`config.mk`:
```
export PLATFORM = sky130hd
export DESIGN_NAME = dmem_arbiter_flat
export DESIGN_NICKNAME = d
export VERILOG_FILES = /design/src/rtl/dmem_arbiter_if.sv /design/src/rtl/dmem_arbiter.sv /design/src/flat_wrapper.sv
export SDC_FILE = /design/constraint.sdc
export NUM_CORES = 1
export LEC_CHECK = 0
export ABC_AREA = 1
export ABC_CLOCK_PERIOD_IN_PS = 1800
export BUFFER_PORTS_ARGS = -buffer_cell sky130_fd_sc_hd__buf_2
export CAP_MARGIN = 20
export CORE_AREA = 8 8 110 112
export CTS_CLUSTER_SIZE = 14
export DETAILED_ROUTE_END_ITERATION = 10
export DIE_AREA = 0 0 118 120
export HOLD_SLACK_MARGIN = 0.1
export PLACE_DENSITY_LB_ADDON = 0.2
export SLEW_MARGIN = 20
export SYNTH_ARGS = -nofsm -noshare
export SYNTH_HDL_FRONTEND = slang
export SYNTH_SLANG_ARGS = --single-unit
```
`constraint.sdc`:
```
create_clock -name clk -period 1.8 [get_ports clk]
set_clock_uncertainty 0.2 [all_clocks]
set_input_delay 0.18 -clock clk [delete_from_list [all_inputs] [get_ports clk]]
set_output_delay 0.18 -clock clk [all_outputs]
set_load 0.005 [all_outputs]
```
`src/rtl/dmem_arbiter_if.sv`:
```
// Bundle of the two requester ports and the data-memory port of dmem_arbiter.
// The slave modport is the arbiter; the master modport is its environment
// (the two requesters plus the data memory).
interface dmem_arbiter_if #(
    parameter int unsigned AW = 32,
    parameter int unsigned DW = 32
);
    logic          m0_req;
    logic          m0_we;
    logic [AW-1:0] m0_addr;
    logic [DW-1:0] m0_wdata;
    logic          m0_gnt;
    logic          m0_rvalid;
    logic [DW-1:0] m0_rdata;

    logic          m1_req;
    logic          m1_we;
    logic [AW-1:0] m1_addr;
    logic [DW-1:0] m1_wdata;
    logic          m1_gnt;
    logic          m1_rvalid;
    logic [DW-1:0] m1_rdata;

    logic          mem_read;
    logic          mem_write;
    logic [AW-1:0] mem_addr;
    logic [DW-1:0] mem_wdata;
    logic [DW-1:0] mem_rdata;

    modport slave (
        input  m0_req, m0_we, m0_addr, m0_wdata,
        output m0_gnt, m0_rvalid, m0_rdata,
        input  m1_req, m1_we, m1_addr, m1_wdata,
        output m1_gnt, m1_rvalid, m1_rdata,
        output mem_read, mem_write, mem_addr, mem_wdata,
        input  mem_rdata
    );

    modport master (
        output m0_req, m0_we, m0_addr, m0_wdata,
        input  m0_gnt, m0_rvalid, m0_rdata,
        output m1_req, m1_we, m1_addr, m1_wdata,
        input  m1_gnt, m1_rvalid, m1_rdata,
        input  mem_read, mem_write, mem_addr, mem_wdata,
        output mem_rdata
    );
endinterface

```
`src/rtl/dmem_arbiter.sv`:
```
// Shares the single-ported data memory between the MEM stage (port 0) and
// the loader/DMA engine (port 1). Port 0 is preferred; a starvation counter
// hands port 1 the memory after STARVE_LIMIT consecutive lost contentions.
// Read data returns one cycle after the grant and is routed to the issuer.
module dmem_arbiter #(
    parameter int unsigned AW           = 32,
    parameter int unsigned DW           = 32,
    parameter int unsigned STARVE_LIMIT = 4
) (
    input  logic           clk,
    input  logic           rst,
    dmem_arbiter_if.slave  bus
);
    localparam logic [7:0] LIMIT = 8'(STARVE_LIMIT);

    logic [7:0]    starve_cnt;
    logic          rsp_valid;
    logic          rsp_id;
    logic          gnt0;
    logic          gnt1;
    logic          sel_we;
    logic [AW-1:0] sel_addr;
    logic [DW-1:0] sel_wdata;
    logic          rvalid0;
    logic          rvalid1;

    // Grant selection: port 0 preferred unless port 1 has starved long enough.
    always_comb begin
        gnt0 = 1'b0;
        gnt1 = 1'b0;
        if (!rst) begin
            if (bus.m0_req && bus.m1_req) begin
                if (starve_cnt >= LIMIT) gnt1 = 1'b1;
                else                     gnt0 = 1'b1;
            end else if (bus.m0_req) begin
                gnt0 = 1'b1;
            end else if (bus.m1_req) begin
                gnt1 = 1'b1;
            end
        end
    end

    // Route the winner's command onto the memory port; idle drives zeros.
    always_comb begin
        sel_we    = 1'b0;
        sel_addr  = '0;
        sel_wdata = '0;
        if (gnt0) begin
            sel_we    = bus.m0_we;
            sel_addr  = bus.m0_addr;
            sel_wdata = bus.m0_wdata;
        end else if (gnt1) begin
            sel_we    = bus.m1_we;
            sel_addr  = bus.m1_addr;
            sel_wdata = bus.m1_wdata;
        end
    end

    // Drive memory strobes, grants and the routed read response.
    always_comb begin
        bus.m0_gnt    = gnt0;
        bus.m1_gnt    = gnt1;
        bus.mem_write = (gnt0 | gnt1) & sel_we;
        bus.mem_read  = (gnt0 | gnt1) & ~sel_we;
        bus.mem_addr  = sel_addr;
        bus.mem_wdata = sel_wdata;
        // Gated by rst so a read in flight when reset arrives is dropped.
        rvalid0       = ~rst & rsp_valid & ~rsp_id;
        rvalid1       = ~rst & rsp_valid & rsp_id;
        bus.m0_rvalid = rvalid0;
        bus.m1_rvalid = rvalid1;
        bus.m0_rdata  = rvalid0 ? bus.mem_rdata : '0;
        bus.m1_rdata  = rvalid1 ? bus.mem_rdata : '0;
    end

    // Starvation counter and outstanding-read tracker.
    always_ff @(posedge clk) begin
        if (rst) begin
            starve_cnt <= '0;
            rsp_valid  <= 1'b0;
            rsp_id     <= 1'b0;
        end else begin
            if (!bus.m1_req || gnt1) begin
                starve_cnt <= '0;
            end else if (gnt0 && (starve_cnt < LIMIT)) begin
                starve_cnt <= starve_cnt + 8'd1;
            end
            rsp_valid <= (gnt0 | gnt1) & ~sel_we;
            rsp_id    <= gnt1;
        end
    end
endmodule
```
`src/flat_wrapper.sv`:
```
// flat-port wrapper written by rule: the top's interface ports become plain ports
module dmem_arbiter_flat 
#(
    parameter int unsigned AW           = 32,
    parameter int unsigned DW           = 32,
    parameter int unsigned STARVE_LIMIT = 4
)
  (clk, rst, bus_m0_req, bus_m0_we, bus_m0_addr, bus_m0_wdata, bus_m0_gnt, bus_m0_rvalid, bus_m0_rdata, bus_m1_req, bus_m1_we, bus_m1_addr, bus_m1_wdata, bus_m1_gnt, bus_m1_rvalid, bus_m1_rdata, bus_mem_read, bus_mem_write, bus_mem_addr, bus_mem_wdata, bus_mem_rdata);
  dmem_arbiter_if #(.AW(AW), .DW(DW)) bus_i ();
  input  logic clk;
  input  logic rst;
  input wire logic [$bits(bus_i.m0_req)-1:0] bus_m0_req;
  input wire logic [$bits(bus_i.m0_we)-1:0] bus_m0_we;
  input wire logic [$bits(bus_i.m0_addr)-1:0] bus_m0_addr;
  input wire logic [$bits(bus_i.m0_wdata)-1:0] bus_m0_wdata;
  output wire logic [$bits(bus_i.m0_gnt)-1:0] bus_m0_gnt;
  output wire logic [$bits(bus_i.m0_rvalid)-1:0] bus_m0_rvalid;
  output wire logic [$bits(bus_i.m0_rdata)-1:0] bus_m0_rdata;
  input wire logic [$bits(bus_i.m1_req)-1:0] bus_m1_req;
  input wire logic [$bits(bus_i.m1_we)-1:0] bus_m1_we;
  input wire logic [$bits(bus_i.m1_addr)-1:0] bus_m1_addr;
  input wire logic [$bits(bus_i.m1_wdata)-1:0] bus_m1_wdata;
  output wire logic [$bits(bus_i.m1_gnt)-1:0] bus_m1_gnt;
  output wire logic [$bits(bus_i.m1_rvalid)-1:0] bus_m1_rvalid;
  output wire logic [$bits(bus_i.m1_rdata)-1:0] bus_m1_rdata;
  output wire logic [$bits(bus_i.mem_read)-1:0] bus_mem_read;
  output wire logic [$bits(bus_i.mem_write)-1:0] bus_mem_write;
  output wire logic [$bits(bus_i.mem_addr)-1:0] bus_mem_addr;
  output wire logic [$bits(bus_i.mem_wdata)-1:0] bus_mem_wdata;
  input wire logic [$bits(bus_i.mem_rdata)-1:0] bus_mem_rdata;
  assign bus_i.m0_req = bus_m0_req;
  assign bus_i.m0_we = bus_m0_we;
  assign bus_i.m0_addr = bus_m0_addr;
  assign bus_i.m0_wdata = bus_m0_wdata;
  assign bus_m0_gnt = bus_i.m0_gnt;
  assign bus_m0_rvalid = bus_i.m0_rvalid;
  assign bus_m0_rdata = bus_i.m0_rdata;
  assign bus_i.m1_req = bus_m1_req;
  assign bus_i.m1_we = bus_m1_we;
  assign bus_i.m1_addr = bus_m1_addr;
  assign bus_i.m1_wdata = bus_m1_wdata;
  assign bus_m1_gnt = bus_i.m1_gnt;
  assign bus_m1_rvalid = bus_i.m1_rvalid;
  assign bus_m1_rdata = bus_i.m1_rdata;
  assign bus_mem_read = bus_i.mem_read;
  assign bus_mem_write = bus_i.mem_write;
  assign bus_mem_addr = bus_i.mem_addr;
  assign bus_mem_wdata = bus_i.mem_wdata;
  assign bus_i.mem_rdata = bus_mem_rdata;
  dmem_arbiter #(.AW(AW), .DW(DW), .STARVE_LIMIT(STARVE_LIMIT)) u_core (.clk(clk), .rst(rst), .bus(bus_i));
endmodule
```
==> flow_summary.json <==
{
  "required_ps": 1420,
  "yosysTopAreaCellShare": 0.459,
  "max_stage_delay_ps": 330,
  "slowest_stage": "dfxtp_2",
  "wl_met1_mm": 4.23,
  "portBuffers": 299,
  "fin_crit_ps": 1910,
  "cpMostUsedCell": "buf_12",
  "post_route_cells_drive_above_1_share": 0.540,
  "dr.max_layer_used": "met4",
  "fin_area_um2": 3660,
  "cts_made_buffers": 3,
  "async_flop_share": 0,
  "drc": 0,
  "p_leak_nw": 2.63,
  "synthTopCellsByCount": "196 x nand2_1, 75 x nor2_1, 43 x inv_1",
  "holdWs_ps": 190,
  "synth-edff-count": 0,
  "cts_tree": "built",
  "synth_compound_area_frac": 0.00703,
  "setup_viol": 64,
  "synth_adder_area_share": 0.0156,
  "routedWlPerCell_um": 14.8,
  "ys_top_cells_by_area": "nand2_1 46%, nor2_1 18%, dfxtp_1 13%",
  "synth_area_leader_cell": "nand2_1",
  "grt_overflow": 0,
  "status": "complete, but fails checks",
  "maxCapViolations": 0,
  "wl_met3_um": 994,
  "netlist_area_um2": 1600,
  "syn_avg_cell_area_um2": 4.50,
  "hp-class": "input pin to flop",
  "die_h_um": 120,
  "dr.pass1.iters": 4,
  "grt_pass1_vias": 2984,
  "yosysMostFrequentCell": "nand2_1",
  "post_dp_cell_area_um2": 3220,
  "clockBufferDepth": 2,
  "power_density_nw_per_um2": 314,
  "routed_wl_mm": 11.8,
  "p_total_mw": 1.15,
  "worstSetupStartpoint": "u_core.starve_cnt[2]$_SDFFE_PP0P_",
  "antenna_cells": 0,
  "finalHoldViolCount": 0,
  "antenna_found_initial": 0,
  "root_buffer": "clkbuf_8",
  "synth-xor-area-share": 0,
  "ioPinCount": 300,
  "grt_pass1_wl_mm": 15.8,
  "ant_nets": 0,
  "grt_use_total": 0.135,
  "vias": 3204,
  "place.gp.congestion": 0.835,
  "crit_fanout": 9,
  "placedCellCount": 785,
  "r2r_slack_ps": 160,
  "start_util": 0.152,
  "rsz0062_at_grt": "yes",
  "finalNonFillerCells": 803,
  "dieArea_um2": 14200,
  "violations": "negative setup slack",
  "rr_startpoint": "u_core.starve_cnt[2]$_SDFFE_PP0P_",
  "insertion_delay_ps": 240,
  "peakVddDrop_v": 0.000359,
  "fin_ws_ps": -114,
  "grt_max_degree": 54,
  "synth.distinct_cells": 16,
  "die_w_um": 118,
  "max_freq_ghz": 0.523,
  "critPathLaunchType": "flop",
  "wl_met2_mm": 6.43,
  "vias_per_cell": 3.99,
  "cts_max_level": 1,
  "ys_ff_latch": 10,
  "fin_crit_sh": 1.06,
  "synth_top_family_by_area": "simple AND/OR/NAND/NOR gates",
  "endpoint_kind": "primary output",
  "crit_arrival_ps": 1530,
  "first_iter_violations": 148,
  "syn2layout_area_growth_pct": 128,
  "clock-sinks": 10,
  "min_from": "bus_m0_req",
  "yosys_warnings": 0,
  "path_class": "flop to primary output",
  "dp_hpwl_mm": 9.09,
  "core_area_um2": 10500,
  "cts.clk_slew.worst_paths_ps": 50,
  "yosys_most_used_dff": "dfxtp_1",
  "finalNetCount": 832,
  "synth.area.mux_share": 0,
  "slew_violations": 0,
  "rows": 38,
  "synth-simple-area-share": 0.659,
  "synthCells": 356,
  "crit_path_cell_trace": "nor2_4, nand3_4, a21boi_4, buf_12, buf_12, nand2_1, nand2_2, buf_2",
  "ys_seq_area_frac": 0.125
}
==> kinds of logic after synthesis <==
logic type	Yosys count
AO/OA/AOI/OAI	1
adder cells (fa/ha/maj)	2
buffers and inverters	64
flip-flops	10
other	1
AND/OR/NAND/NOR	278
==> critical path: cells and delay by family, from the launching register on <==
| kind | cells | cell delay [ps] |
|---|---|---|
| flops | 1 | 330 |
| simple gates | 4 | 380 |
| buf+inv | 3 | 420 |
| compound gates | 1 | 160 |
==> registers in the layout, indices dropped and copies added, names as in the netlist <==
| signal | cells |
|---|---|
| u_core.rsp_valid | 1 |
| u_core.rsp_id | 1 |
| u_core.starve_cnt | 8 |
==> power breakdown <==
| part | switching (mW) | total (mW) | internal [mW] |
|---|---|---|---|
| sequential | 0.00655 | 0.239 | 0.232 |
| combinational | 0.308 | 0.633 | 0.325 |
| clock | 0.0840 | 0.276 | 0.192 |
==> per-layer routing <==
metal | vias to the layer above | global-route usage
li1 | 1621 | -
met1 | 1391 | 0.129
met2 | 177 | 0.274
met3 | 15 | 0.0413
met4 | 0 | 0.0280
met5 | - | 0
==> area by class of cell <==
cell class	instances	area, µm²
well taps	140	175
inverters	44	168
multi-input cells	286	1240
fillers	1218	6850
flip-flops and latches	10	204
repair buffers	319	1820
clock buffers	4	55.1
==> metrics by stage <==
stage | setup slack (ps) | TNS [ps] | util
after floorplan | 358 | 0 | -
after global placement | 28.0 | 0 | 0.307
final | -114 | -4730 | 0.348
after global routing | -167 | -9670 | 0.348
after detailed placement | 16.4 | 0 | 0.307
after CTS | -177 | -8490 | 0.323
==> layout by cell type (no fill, tap or decap), drive strengths merged <==
master          n
nand3           4
nand2         196
dlymetal6s4s    1
buf           312
conb            5
dlygate4sd3     2
dfxtp          10
a21boi          1
clkbuf          8
inv            44
nor3            1
ha              2
nor2           76
nand4           1
==> repair_timing <==
action | CTS | global route
endpoints found under the hold margin | 2 | 0
buffers inserted | 2 | 2
pin swaps | 1 | 24
hold buffers | 3 | 0
resized for setup | 10 | 39
endpoints found under the setup margin | 65 | 100
gates cloned | 1 | 7
==> path summary, 6_finish.rpt <==
check / to / cells after the start
min reg2reg: u_core.starve_cnt[0]$_SDFFE_PP0P_ / 1
max: bus_mem_wdata[18] / 8
min: u_core.rsp_valid$_SDFF_PP0_ / 5
max reg2reg: u_core.rsp_id$_SDFF_PP0_ / 5
Note: power is estimated with default switching activity, not from simulation.
